--- config.mk ---
export PLATFORM = sky130hd
export DESIGN_NAME = cp0_timer_intc
export DESIGN_NICKNAME = d
export VERILOG_FILES = /design/src/rtl/cp0_timer_intc.sv
export SDC_FILE = /design/constraint.sdc
export NUM_CORES = 1
export LEC_CHECK = 0
export ABC_AREA = 1
export ABC_CLOCK_PERIOD_IN_PS = 2350
export CAP_MARGIN = 20
export CORE_UTILIZATION = 52
export CTS_CLUSTER_DIAMETER = 30
export DETAILED_ROUTE_END_ITERATION = 8
export PLACE_DENSITY = 0.8
export SLEW_MARGIN = 25
export SYNTH_ARGS = -nofsm -noshare
export SYNTH_HDL_FRONTEND = slang
export SYNTH_SLANG_ARGS = --single-unit
--- constraint.sdc ---
create_clock -name clk -period 2.35 [get_ports clk]
set_clock_uncertainty 0.2 [all_clocks]
set_input_delay 0.235 -clock clk [delete_from_list [all_inputs] [get_ports clk]]
set_output_delay 0.235 -clock clk [all_outputs]
set_load 0.05 [all_outputs]
--- src/rtl/cp0_timer_intc.sv ---
// CP0 register block for the five-stage MIPS pipeline.
// It holds BadVAddr, Count, Compare, Status, Cause and EPC, plus a prescaled
// Count/Compare timer and a synchronised, maskable interrupt request.
module cp0_timer_intc #(
    parameter int unsigned HW_INT_N  = 5,  // 1..6 external interrupt lines
    parameter int unsigned COUNT_DIV = 2,  // 1..16 clocks per Count increment
    parameter int unsigned INT_SYNC  = 1   // 1..3 synchroniser stages
) (
    input  logic                clk,
    input  logic                reset,
    input  logic [HW_INT_N-1:0] hw_int,
    input  logic                cp0_we,
    input  logic [4:0]          cp0_reg,
    input  logic [2:0]          cp0_sel,
    input  logic [31:0]         cp0_wdata,
    output logic [31:0]         cp0_rdata,
    input  logic                exc_valid,
    input  logic                exc_eret,
    input  logic [4:0]          exc_code,
    input  logic                exc_bd,
    input  logic [31:0]         exc_pc,
    input  logic [31:0]         exc_badvaddr,
    output logic [31:0]         epc,
    output logic                status_exl,
    output logic                int_req
);

    localparam logic [3:0] PRESC_MAX = 4'(COUNT_DIV - 1);

    // Architectural state
    logic [31:0] badvaddr_q, badvaddr_d;
    logic [31:0] count_q, count_d;
    logic [31:0] compare_q, compare_d;
    logic [31:0] epc_q, epc_d;
    logic [7:0]  im_q, im_d;
    logic        exl_q, exl_d;
    logic        ie_q, ie_d;
    logic        bd_q, bd_d;
    logic        ti_q, ti_d;
    logic [4:0]  exc_code_q, exc_code_d;
    logic [1:0]  sw_ip_q, sw_ip_d;
    logic [3:0]  presc_q, presc_d;
    logic        int_req_q, int_req_d;

    logic [HW_INT_N-1:0] sync_q [INT_SYNC];

    // Decoded strobes
    logic        wr_sel0;
    logic        wr_badvaddr, wr_count, wr_compare, wr_status, wr_cause, wr_epc;
    logic        exc_commit, eret_commit;
    logic        presc_tick, count_inc;
    logic [31:0] count_plus1;
    logic [5:0]  hw_ext;
    logic [7:0]  ip;
    logic [31:0] status_val, cause_val;

    // Write decode, commit qualification and Cause.IP assembly
    always_comb begin
        wr_sel0     = cp0_we && (cp0_sel == 3'd0);
        wr_badvaddr = wr_sel0 && (cp0_reg == 5'd8);
        wr_count    = wr_sel0 && (cp0_reg == 5'd9);
        wr_compare  = wr_sel0 && (cp0_reg == 5'd11);
        wr_status   = wr_sel0 && (cp0_reg == 5'd12);
        wr_cause    = wr_sel0 && (cp0_reg == 5'd13);
        wr_epc      = wr_sel0 && (cp0_reg == 5'd14);

        exc_commit  = exc_valid && !exc_eret;
        eret_commit = exc_valid && exc_eret;

        presc_tick  = (presc_q == PRESC_MAX);
        // A Count write in the same cycle replaces the increment
        count_inc   = presc_tick && !wr_count;
        count_plus1 = count_q + 32'd1;

        // Unused lines zero-extend; line 5 only exists when HW_INT_N is 6
        hw_ext = 6'(sync_q[INT_SYNC-1]);
        ip     = {ti_q | hw_ext[5], hw_ext[4:0], sw_ip_q};

        status_val = {9'b0, 1'b1, 6'b0, im_q, 6'b0, exl_q, ie_q};
        cause_val  = {bd_q, ti_q, 14'b0, ip, 1'b0, exc_code_q, 2'b0};
    end

    // Next-state logic; hardware commits win over MTC0 on the same field
    always_comb begin
        badvaddr_d = badvaddr_q;
        count_d    = count_q;
        compare_d  = compare_q;
        epc_d      = epc_q;
        im_d       = im_q;
        exl_d      = exl_q;
        ie_d       = ie_q;
        bd_d       = bd_q;
        ti_d       = ti_q;
        exc_code_d = exc_code_q;
        sw_ip_d    = sw_ip_q;
        presc_d    = presc_q + 4'd1;

        // Timer
        if (wr_count) begin
            count_d = cp0_wdata;
            presc_d = 4'd0;
        end else if (presc_tick) begin
            count_d = count_plus1;
            presc_d = 4'd0;
        end
        if (wr_compare) begin
            compare_d = cp0_wdata;
        end
        if (wr_compare) begin
            ti_d = 1'b0;
        end else if (count_inc && (count_plus1 == compare_q)) begin
            ti_d = 1'b1;
        end

        // MTC0 writes
        if (wr_badvaddr) badvaddr_d = cp0_wdata;
        if (wr_epc)      epc_d      = cp0_wdata;
        if (wr_cause)    sw_ip_d    = cp0_wdata[9:8];
        if (wr_status) begin
            im_d  = cp0_wdata[15:8];
            exl_d = cp0_wdata[1];
            ie_d  = cp0_wdata[0];
        end

        // Hardware commits override the MTC0 values above
        if (exc_commit) begin
            exl_d      = 1'b1;
            exc_code_d = exc_code;
            if (!exl_q) begin
                epc_d = exc_pc;
                bd_d  = exc_bd;
            end
            if ((exc_code == 5'd4) || (exc_code == 5'd5)) begin
                badvaddr_d = exc_badvaddr;
            end
        end else if (eret_commit) begin
            exl_d = 1'b0;
        end

        int_req_d = ie_q && !exl_q && (|(ip & im_q));
    end

    // State registers
    always_ff @(posedge clk) begin
        if (reset) begin
            badvaddr_q <= '0;
            count_q    <= '0;
            compare_q  <= '0;
            epc_q      <= '0;
            im_q       <= '0;
            exl_q      <= 1'b0;
            ie_q       <= 1'b0;
            bd_q       <= 1'b0;
            ti_q       <= 1'b0;
            exc_code_q <= '0;
            sw_ip_q    <= '0;
            presc_q    <= '0;
            int_req_q  <= 1'b0;
        end else begin
            badvaddr_q <= badvaddr_d;
            count_q    <= count_d;
            compare_q  <= compare_d;
            epc_q      <= epc_d;
            im_q       <= im_d;
            exl_q      <= exl_d;
            ie_q       <= ie_d;
            bd_q       <= bd_d;
            ti_q       <= ti_d;
            exc_code_q <= exc_code_d;
            sw_ip_q    <= sw_ip_d;
            presc_q    <= presc_d;
            int_req_q  <= int_req_d;
        end
    end

    // Interrupt synchroniser chain
    always_ff @(posedge clk) begin
        if (reset) begin
            for (int k = 0; k < INT_SYNC; k++) begin
                sync_q[k] <= '0;
            end
        end else begin
            sync_q[0] <= hw_int;
            for (int k = 1; k < INT_SYNC; k++) begin
                sync_q[k] <= sync_q[k-1];
            end
        end
    end

    // MFC0 read mux; no bypass of same-cycle writes
    always_comb begin
        cp0_rdata = 32'd0;
        if (cp0_sel == 3'd0) begin
            case (cp0_reg)
                5'd8:    cp0_rdata = badvaddr_q;
                5'd9:    cp0_rdata = count_q;
                5'd11:   cp0_rdata = compare_q;
                5'd12:   cp0_rdata = status_val;
                5'd13:   cp0_rdata = cause_val;
                5'd14:   cp0_rdata = epc_q;
                default: cp0_rdata = 32'd0;
            endcase
        end
    end

    assign epc        = epc_q;
    assign status_exl = exl_q;
    assign int_req    = int_req_q;

endmodule

==> impl_results.md <==
* Status: finished clean
* Worst Path Buf+Inv at 0
* Number of detailed-route iterations in the first pass at 6
* Hold_ws at 0.1217 ns
* Clk_lat worst skew at 0.44 ns
* CP Launch Type: flop
* Number of synthesized flops with an enable pin at 0
* Async SR Flop Fraction at 0
* Pwr per Cell Area at 487.8 nW/um^2
* FP Rows at 48
* DR vias at 11110
* CTS Hold Buffers Added at 0
* Sequential element share of the synthesized area at 0.3421
* DRC at 0
* Crit path DAT at 2.48 ns
* Clock-pin transition on the worst setup and hold timing paths at 0.07 ns
* Wire per inst at 18.69 um
* Avg Inst Size Synth at 6.191 sq um
* Worst hold stages at 3
* IO Count at 186
* CTS Root Cell: clkbuf_16
* Syn nets at 1607
* GRT Util Overall at 0.3994
* Non-Filler Instances at 1951
* Post-Place Worst Slack at -0.2127 ns
* Detailed Route WL at 36470 um
* Yosys reg bits at 157
* Number of hold violations in the final report at 0
* Total Power at 6.491 mW
* Worst Path Required at 2.52 ns
* Most used cell, CP: nand2_1
* Top delay family on crit path: simple AND/OR/NAND/NOR gates
* Setup CP Type: flop to flop
* Fin crit share at 0.9847
* Core Area at 17300 sq um
* Layout net count at 1836
* Fmax at 0.4322 GHz
* Slew HR at 0.6362
* Vias in the first global route at 9642
* Top-area cell type share of the netlist area at 0.3421
* Post-synth top cells: 361 x nand2_1, 214 x inv_1, 197 x o21ai_0
* Crit-path max cell delay at 0.43 ns
* Int Pwr at 4.571 mW
* Cell taking the most area after synthesis: dfxtp_1
* Flop pwr share at 0.434
* # H-tree levels at 4
* Gpl congestion at 0.9693
* Slack of the critical path at 0.03607 ns
* Inserted Diodes at 0
* Global route overflow at 0
* 1st-iter DRT viols at 1638
* DIE AREA at 18200 sq um
* Finished Cell Area at 13310 sq um
* Net Sw Power at 1.920 mW
* Post-layout util at 0.7693
* Initial antenna violation count at 0
* Switching share of power at 0.2958
* Ys Warns at 0
* Fin crit period at 2.314 ns
* CP max FO at 6
* Vias per inst at 5.697
* Cells after DPL at 1905
* Die height at 134.9 um
* RSZ-0062 raised after global routing: true
* Area after DPL at 12260 sq um
* Type of the most critical hold path: input pin to flop
* Post-synth top flop: dfxtp_1
* Cts bufs inserted at 17
* R2R cell count at 14
* Critical path, cell by cell: nand2_1 > nor2_1 > nand2_1 > nor2_1 > nand2_1 > nand2_1 > nand2_1 > nand2_1 > nand2_1 > nor2_1 > nand2_1 > nor2_2 > nand3_2 > a21oi_2
* Comb pwr share at 0.160
* First-pass GRT wire length at 54630 um
* Post-synthesis cell area at 9188 sq um
* Slowest cell on the critical path: dfxtp_1
* Maxcap violations at 0
* Initial core utilization at 0.5312
* Most common cell in the netlist: nand2_1
* Worst Setup End Kind: flop
* Peak VDD IR at 0.5815 mV
* Clk sink count at 157
* Syn Inst Count at 1484
* Port buffer count at 185
* Worst-Margin Slew at 0.5440 ns
* TNS Setup at 0 ns
* Netlist cell types at 37
* Stages on worst setup path at 14
* Largest net degree at the start of global routing at 100
* Final setup fails at 0
* Clock power frac at 0.406
* Max-slew violation count at 0
* P_leak at 5.702 nW
* Share of cells above drive strength 1 at 0.1651
* Area growth from synthesis to layout at 44.83%
* Hpwl dp at 27020 um
* Top post-synthesis cells by area: dfxtp_1 34%, nand2_1 15%, o21ai_0 11%, inv_1 8.7%, nor2_1 7.4%
* Max Buffers Root-to-Sink at 2
* CTS tree: built
* DRT antenna net count at 0
* Die width at 134.9 um
==> flip-flops by register name (all words and copies together), names as in the netlist <==
register / flops
badvaddr_q: 32
bd_q: 1
compare_q: 32
count_q: 32
epc: 32
exc_code_q: 5
ie_q: 1
im_q: 8
int_req: 1
presc_q: 4
status_exl: 1
sw_ip_q: 2
sync_q: 5
ti_q: 1
==> path summary, 6_finish.rpt <==
check	slack (ns)	endpoint	from
setup / recovery	0.04	ti_q	count_q[16]
hold / removal	0.12	sync_q[0][2]	hw_int[2]
setup reg to reg	0.04	ti_q	count_q[16]
hold reg to reg	0.27	presc_q[0]	presc_q[0]
==> routing by layer <==
metal  up-vias  GRT usage  share of wire
met5         -          0              0
met4         0     0.1030          0.023
met3        70    0.08483           0.13
met2       764     0.5790           0.42
met1      5017     0.5936           0.43
li1       5263          -              -
==> kinds of logic (layout without fill, tap and decap cells) <==
| group | after synthesis | in the layout | share of synthesized area |
|---|---|---|---|
| buf+inv | 293 | 535 | 0.1207 |
| fa+ha+maj | 3 | 3 | 0.004086 |
| compound gates | 384 | 384 | 0.2336 |
| simple gates | 636 | 636 | 0.2846 |
| flops | 157 | 157 | 0.3421 |
| xor+xnor | 11 | 11 | 0.01498 |
==> layout by cell type (no fill, tap or decap), types with 9 or more instances in the layout <==
| cell | netlist | final |
|---|---|---|
| a21oi_1 | 95 | 89 |
| clkdlybuf4s50_1 | 0 | 147 |
| a221oi_2 | 0 | 16 |
| buf_4 | 0 | 69 |
| nand3_1 | 59 | 55 |
| a31oi_1 | 32 | 23 |
| inv_1 | 214 | 210 |
| nand2_2 | 7 | 13 |
| inv_2 | 5 | 9 |
| nor2_1 | 181 | 158 |
| buf_12 | 0 | 47 |
| dfxtp_1 | 157 | 144 |
| nor2_2 | 8 | 24 |
| nor2_4 | 5 | 12 |
| o21ai_0 | 197 | 186 |
| a221oi_1 | 32 | 16 |
| buf_6 | 0 | 9 |
| nand2_1 | 361 | 351 |
| clkbuf_16 | 0 | 18 |
==> worst reg2reg max path, stage by stage (launching register included) <==
cell	delay, ns
dfxtp_1	0.43
nand2_1	0.12
nor2_1	0.17
nand2_1	0.14
nor2_1	0.21
nand2_1	0.07
nand2_1	0.11
nand2_1	0.06
nand2_1	0.05
nand2_1	0.06
nor2_1	0.13
nand2_1	0.10
nor2_2	0.16
nand3_2	0.11
a21oi_2	0.14
==> layout make-up <==
class                           count  area (sq um)
Sequential cell                   157          3172
Multi-Input combinational cell   1034          5358
Clock buffer                       19         442.9
Tap cell                          225         281.5
Inverter                          224         842.1
Clock inverter                     13         107.6
Fill cell                        1344          3990
Timing Repair Buffer              279          3103
==> power groups by stage <==
stage | Combinational, mW | Sequential [mW] | Clock (mW)
after floorplan | 0.337 | 2.97 | 0
after global placement | 0.975 | 2.87 | 0
after detailed placement | 0.991 | 2.87 | 0
after CTS | 1.01 | 2.81 | 2.64
after global routing | 1.10 | 2.82 | 2.75
final | 1.04 | 2.82 | 2.64
==> timing repair <==
action,4_1_cts,5_1_grt
buffers inserted,8,7
gates resized for setup,53,75
endpoints found under the setup margin,33,29
pin swaps,19,31
(Power assumes the default switching activity.)
